## config.mk

```make
export PLATFORM = sky130hd
export DESIGN_NAME = fp_seq_multiplier
export DESIGN_NICKNAME = d
export VERILOG_FILES = /design/src/rtl/fp_seq_multiplier_pkg.sv /design/src/rtl/fp_unpack_classify.sv /design/src/rtl/fp_seq_multiplier.sv
export SDC_FILE = /design/constraint.sdc
export NUM_CORES = 1
export LEC_CHECK = 0
export BUFFER_PORTS_ARGS = -buffer_cell sky130_fd_sc_hd__buf_2
export CAP_MARGIN = 20
export CORE_UTILIZATION = 59
export DETAILED_ROUTE_END_ITERATION = 8
export HOLD_SLACK_MARGIN = 0.15
export PLACE_DENSITY = 0.8
export SYNTH_ARGS = -nofsm -noshare
export SYNTH_HDL_FRONTEND = slang
export SYNTH_SLANG_ARGS = --single-unit
```

## constraint.sdc

```tcl
create_clock -name clk -period 4.27 [get_ports clk]
set_input_delay 0.427 -clock clk [delete_from_list [all_inputs] [get_ports clk]]
set_output_delay 0.427 -clock clk [all_outputs]
set_load 0.02 [all_outputs]
```

## src/rtl/fp_seq_multiplier_pkg.sv

```systemverilog
// Shared definitions for the sequential single-precision multiplier:
// FSM encoding, IEEE-754 constants and significand width.
package fp_seq_multiplier_pkg;

  typedef enum logic [2:0] {
    ST_IDLE,
    ST_UNPACK,
    ST_MUL,
    ST_NORM,
    ST_ROUND,
    ST_DONE
  } state_t;

  localparam int          EXP_BIAS = 127;
  localparam int          SIG_W    = 24;
  localparam logic [31:0] QNAN     = 32'h7FC0_0000;
  localparam logic [31:0] INF_MAG  = 32'h7F80_0000;

endpackage

```

## src/rtl/fp_unpack_classify.sv

```systemverilog
// Combinational IEEE-754 single unpacker: splits an operand into fields and
// classifies it; denormals are flushed to zero.
module fp_unpack_classify
  import fp_seq_multiplier_pkg::*;
(
  input  logic [31:0]      i_op,
  output logic             o_sign,
  output logic [7:0]       o_exp,
  output logic [SIG_W-1:0] o_sig,
  output logic             o_is_zero,
  output logic             o_is_inf,
  output logic             o_is_nan
);

  logic w_exp_max;
  logic w_frac_nz;

  assign w_exp_max = (i_op[30:23] == 8'hFF);
  assign w_frac_nz = (i_op[22:0] != 23'd0);

  assign o_sign    = i_op[31];
  assign o_exp     = i_op[30:23];
  assign o_is_zero = (i_op[30:23] == 8'h00);
  assign o_is_inf  = w_exp_max & ~w_frac_nz;
  assign o_is_nan  = w_exp_max & w_frac_nz;
  assign o_sig     = o_is_zero ? '0 : {1'b1, i_op[22:0]};

endmodule

```

## src/rtl/fp_seq_multiplier.sv

```systemverilog
// Sequential IEEE-754 single multiplier, radix-2 shift-add over 24 cycles.
// Define FP_MUL_RNE_EN for round-to-nearest-even; otherwise truncation.
//
// state  | meaning
// IDLE   | waiting for start, operands latched on request
// UNPACK | classify operands, resolve specials, seed product register
// MUL    | one shift-add iteration per cycle, 24 total
// NORM   | biased exponent, align product so hidden bit sits at bit 46
// ROUND  | round, range check, load s
// DONE   | finish high until start drops
module fp_seq_multiplier
  import fp_seq_multiplier_pkg::*;
(
  input  logic        clk,
  input  logic        reset,
  input  logic        start,
  input  logic [31:0] a,
  input  logic [31:0] b,
  output logic [31:0] s,
  output logic        finish,
  output logic        busy
);

  state_t r_state, w_next;

  logic [31:0]       r_a, r_b, r_s;
  logic [47:0]       r_prod;
  logic [4:0]        r_cnt;
  logic signed [9:0] r_exp;
  logic              r_finish;

  logic             w_sign_a, w_sign_b, w_zero_a, w_zero_b;
  logic             w_inf_a, w_inf_b, w_nan_a, w_nan_b;
  logic [7:0]       w_exp_a, w_exp_b;
  logic [SIG_W-1:0] w_sig_a, w_sig_b;

  fp_unpack_classify u_unpack_a (
    .i_op(r_a), .o_sign(w_sign_a), .o_exp(w_exp_a), .o_sig(w_sig_a),
    .o_is_zero(w_zero_a), .o_is_inf(w_inf_a), .o_is_nan(w_nan_a)
  );

  fp_unpack_classify u_unpack_b (
    .i_op(r_b), .o_sign(w_sign_b), .o_exp(w_exp_b), .o_sig(w_sig_b),
    .o_is_zero(w_zero_b), .o_is_inf(w_inf_b), .o_is_nan(w_nan_b)
  );

  logic        w_sign;
  logic        w_special;
  logic [31:0] w_special_val;

  assign w_sign = w_sign_a ^ w_sign_b;

  always_comb begin
    w_special     = 1'b1;
    w_special_val = QNAN;
    if (w_nan_a | w_nan_b | (w_inf_a & w_zero_b) | (w_zero_a & w_inf_b)) begin
      w_special_val = QNAN;
    end else if (w_inf_a | w_inf_b) begin
      w_special_val = {w_sign, 31'd0} | INF_MAG;
    end else if (w_zero_a | w_zero_b) begin
      w_special_val = {w_sign, 31'd0};
    end else begin
      w_special = 1'b0;
    end
  end

  // Upper half accumulates the multiplicand; carry rides into bit 47 on the shift.
  logic [24:0] w_add;
  logic [47:0] w_prod_step;

  assign w_add       = {1'b0, r_prod[47:24]} + {1'b0, w_sig_a};
  assign w_prod_step = r_prod[0] ? {w_add, r_prod[23:1]} : {1'b0, r_prod[47:1]};

  logic signed [9:0] w_exp_sum;

  assign w_exp_sum = 10'({2'b00, w_exp_a} + {2'b00, w_exp_b} - 10'(EXP_BIAS));

  logic              w_round_up;
  logic [24:0]       w_mant;
  logic [22:0]       w_frac_rnd;
  logic signed [9:0] w_exp_rnd;
  logic [31:0]       w_round_val;

`ifdef FP_MUL_RNE_EN
  // guard = bit 22, round|sticky = bits 21:0, lsb = bit 23
  assign w_round_up = r_prod[22] & ((|r_prod[21:0]) | r_prod[23]);
`else
  assign w_round_up = 1'b0;
`endif

  assign w_mant     = {1'b0, r_prod[46:23]} + 25'(w_round_up);
  assign w_frac_rnd = w_mant[24] ? w_mant[23:1] : w_mant[22:0];
  assign w_exp_rnd  = r_exp + 10'(w_mant[24]);

  always_comb begin
    w_round_val = {w_sign, w_exp_rnd[7:0], w_frac_rnd};
    if (w_exp_rnd >= 10'sd255) begin
      w_round_val = {w_sign, 31'd0} | INF_MAG;
    end else if (w_exp_rnd <= 10'sd0) begin
      w_round_val = {w_sign, 31'd0};
    end
  end

  always_ff @(posedge clk) begin
    if (reset) r_state <= ST_IDLE;
    else       r_state <= w_next;
  end

  always_comb begin
    w_next = r_state;
    busy   = 1'b1;
    case (r_state)
      ST_IDLE: begin
        busy = 1'b0;
        if (start) w_next = ST_UNPACK;
      end
      ST_UNPACK: w_next = w_special ? ST_DONE : ST_MUL;
      ST_MUL:    if (r_cnt == 5'd0) w_next = ST_NORM;
      ST_NORM:   w_next = ST_ROUND;
      ST_ROUND:  w_next = ST_DONE;
      ST_DONE:   if (r_finish && !start) w_next = ST_IDLE;
      default:   w_next = ST_IDLE;
    endcase
  end

  always_ff @(posedge clk) begin
    if (reset) begin
      r_a      <= '0;
      r_b      <= '0;
      r_s      <= '0;
      r_prod   <= '0;
      r_cnt    <= '0;
      r_exp    <= '0;
      r_finish <= 1'b0;
    end else begin
      case (r_state)
        ST_IDLE: begin
          if (start) begin
            r_a <= a;
            r_b <= b;
          end
        end
        ST_UNPACK: begin
          if (w_special) begin
            r_s <= w_special_val;
          end else begin
            r_prod <= {24'd0, w_sig_b};
            r_cnt  <= 5'(SIG_W - 1);
          end
        end
        ST_MUL: begin
          r_prod <= w_prod_step;
          if (r_cnt != 5'd0) r_cnt <= r_cnt - 5'd1;
        end
        ST_NORM: begin
          // Bit shifted out is folded into bit 0 so sticky still sees it.
          if (r_prod[47]) begin
            r_prod <= {1'b0, r_prod[47:2], r_prod[1] | r_prod[0]};
            r_exp  <= w_exp_sum + 10'sd1;
          end else begin
            r_exp  <= w_exp_sum;
          end
        end
        ST_ROUND: begin
          r_s      <= w_round_val;
          r_finish <= 1'b1;
        end
        ST_DONE: begin
          // Special results arrive here with finish still low; raise it first.
          if (!r_finish)   r_finish <= 1'b1;
          else if (!start) r_finish <= 1'b0;
        end
        default: r_finish <= 1'b0;
      endcase
    end
  end

  assign s      = r_s;
  assign finish = r_finish;

endmodule
```

==> metrics.cfg <==
[synthesis]
syn_inst=1146
yosysTopAreaCell=dfxtp_1
synth_most_common_cell=nand2_1
yosysWarnings=0
yosysSeqAreaShare=0.366
synth_area_um2=8910
syn_avg_cell_area_um2=7.78
syn_nets=1257
ys_seq_elements=163
synth_common_cells=nand2_1, dfxtp_1, nor2_1
ys.flop_type=dfxtp_1
yosys-top-cells-area=dfxtp_1, nand2_1, a21oi_1
synth.distinct_cells=74
synth_top_area_frac=0.366
async_reset_ff_frac=0
synth_edf_count=0

[power]
power_density_nw_per_um2=653
p_total_mw=6.55
total_leakage_power_nw=4.08
ir_drop_uv=412

[grt]
grt_max_degree=89
grt_pass1_wl_um=37200
grt_pass1_vias=7737
track_usage=0.290
antenna_found_initial=0
grt.overflow.total=0

[clocking]
clockBufferDepth=2
path_clk_slew_ps=70
clockRootBuffer=clkbuf_16
ctsHoldBuffers=0
cts-htree-levels=4
numCtsBuffers=17
clock_latency_ps=430
cts_resized=0
cts.sinks=163
cts_setup_buffers=0
tritoncts=built

[hold_path]
hold_path_depth=3
hp-class=in2reg
min_to=r_b[22]
hold_start=b[22]

[placed_design]
routabilityCongestion=0.911
io_buffers=100
dp_hpwl_um=15100

[final_layout]
n_antenna_cell=0
nets=1319
area_delta_synth_final_pct=12.5
fillerInstances=1226
drive_above_1_share=0.145

[route]
drt_wl_total_um=22000
vias=8414
avgViaCountPerCell=5.99
ant_nets=0
drc=8
first_pass_iters=7
wl_per_cell_um=15.6
initialDrtViolationCount=630

[setup_path]
slowest_stage=inv_1
arrival_ps=4090
startpoint_type=register
setup.worst_path.class=reg2reg
path_buf_inv=2
crit_family=compound AO/OA/AOI/OAI gates
cp-end-kind=register
timing.rr.end=r_prod[39]
timing.rr.start=r_a[25]
worst_path_largest_cell_delay_ps=480
reg2reg_depth=14
path_cells=nor4_1, and2_4, inv_1, and2_1, ha_1, inv_1, fa_1, nand2b_1, a2111oi_2, nor2_1, a211oi_2, a211oi_1, a211oi_1, a211oi_2
path_max_fanout=24
r2r_slack_ps=470
critPathRequiredTime_ps=4560

[die]
die_x_um=125
die_area_um2=15600
core_um2=14600
row_count=44
start_util=0.609
die_h_um=125
ios=101

[sta]
tightest_slew_ps=1040
fin_crit_sh=0.889
max_freq_ghz=0.263
hold_viol_final=0
setup_tns_ps=0
finalSetupViolCount=0
rsz0062_at_grt=false
min_period_ps=3800
report.final.slew_viol_count=0
fin_skew_ps=6.92
slew_headroom=0.302

[run_status]
status=finished with violations
violations=DRC

[run]
drv_cap=0

## tightest hold or removal path: stages
cell and delay, ps:
buf_2 90, nand2_1 40, a21oi_1 50
## cells by family (layout without fill, tap and decap cells)
family | count (synthesis) | in the layout | synth area share
compound gates | 301 | 301 | 0.223
buf+inv | 109 | 184 | 0.0536
xor+xnor | 23 | 23 | 0.0243
simple gates | 501 | 501 | 0.264
fa+ha+maj | 45 | 45 | 0.0646
flops | 163 | 163 | 0.366
mux | 4 | 4 | 0.00449
## placed cells by master (no fill, tap or decap), drive strengths merged, types with 9 or more instances in the layout
master / n
nor4: 16
ha: 42
nor2b: 9
dfxtp: 163
and2: 27
a22oi: 33
o21ai: 39
nand2: 212
inv: 47
buf: 111
a21o: 11
nor2: 123
a221oi: 9
nand3: 14
nand4: 11
a211oi: 41
a21oi: 115
xor2: 10
clkbuf: 17
nor3: 47
xnor2: 12
and3: 12
## worst max-delay path by stage
| stage | from | endpoint | slack [ps] | cells after the start |
|---|---|---|---|---|
| after floorplan | r_a[24] | r_prod[39] | 1090 | 15 |
| after global placement | r_a[24] | r_prod[39] | 610 | 14 |
| after detailed placement | r_a[23] | r_prod[39] | 510 | 14 |
| after CTS | r_a[24] | r_prod[39] | 490 | 14 |
| after global routing | r_a[25] | r_prod[39] | 160 | 14 |
| final | r_a[25] | r_prod[39] | 470 | 14 |
## power by group
group / switching, mW / internal [mW]
sequential: 0.359 / 1.91
clock: 0.656 / 0.875
combinational: 1.75 / 0.997
total: 2.77 / 3.78
## final cells by class
cell class / instances / area (um2) / share of cell area
clock buffer: 17 / 425 / 0.0424
clock inverter: 15 / 169 / 0.0168
inverter: 41 / 154 / 0.0153
multi-input combinational: 874 / 5190 / 0.518
sequential: 163 / 3260 / 0.325
tap: 184 / 230 / 0.0230
timing repair buffer: 111 / 598 / 0.0596
## metrics by stage
step	cell area (um2)	worst slack [ps]	hold WS, ps	instances	utilization
3_5_place_dp	9420	511	464	1372	0.643
4_1_cts	10000	495	221	1404	0.684
5_1_grt	10000	158	228	1405	0.685
2_1_floorplan	8910	1090	444	1146	-
3_3_place_gp	9420	608	454	1372	0.643
6_report	10000	474	229	1405	0.685
## sequential cells by signal, indices dropped and copies added, names as in the netlist
| signal | flops |
|---|---|
| r_state | 3 |
| r_b | 32 |
| r_a | 32 |
| s | 32 |
| r_exp | 10 |
| r_cnt | 5 |
| r_prod | 48 |
| finish | 1 |
## metal layers
layer | part of all wire | global-route usage
met5 | 0 | 0
met4 | 0.021 | 0.104
met3 | 0.062 | 0.0425
met2 | 0.45 | 0.453
met1 | 0.47 | 0.407
Power figures use the tool's default switching activity.
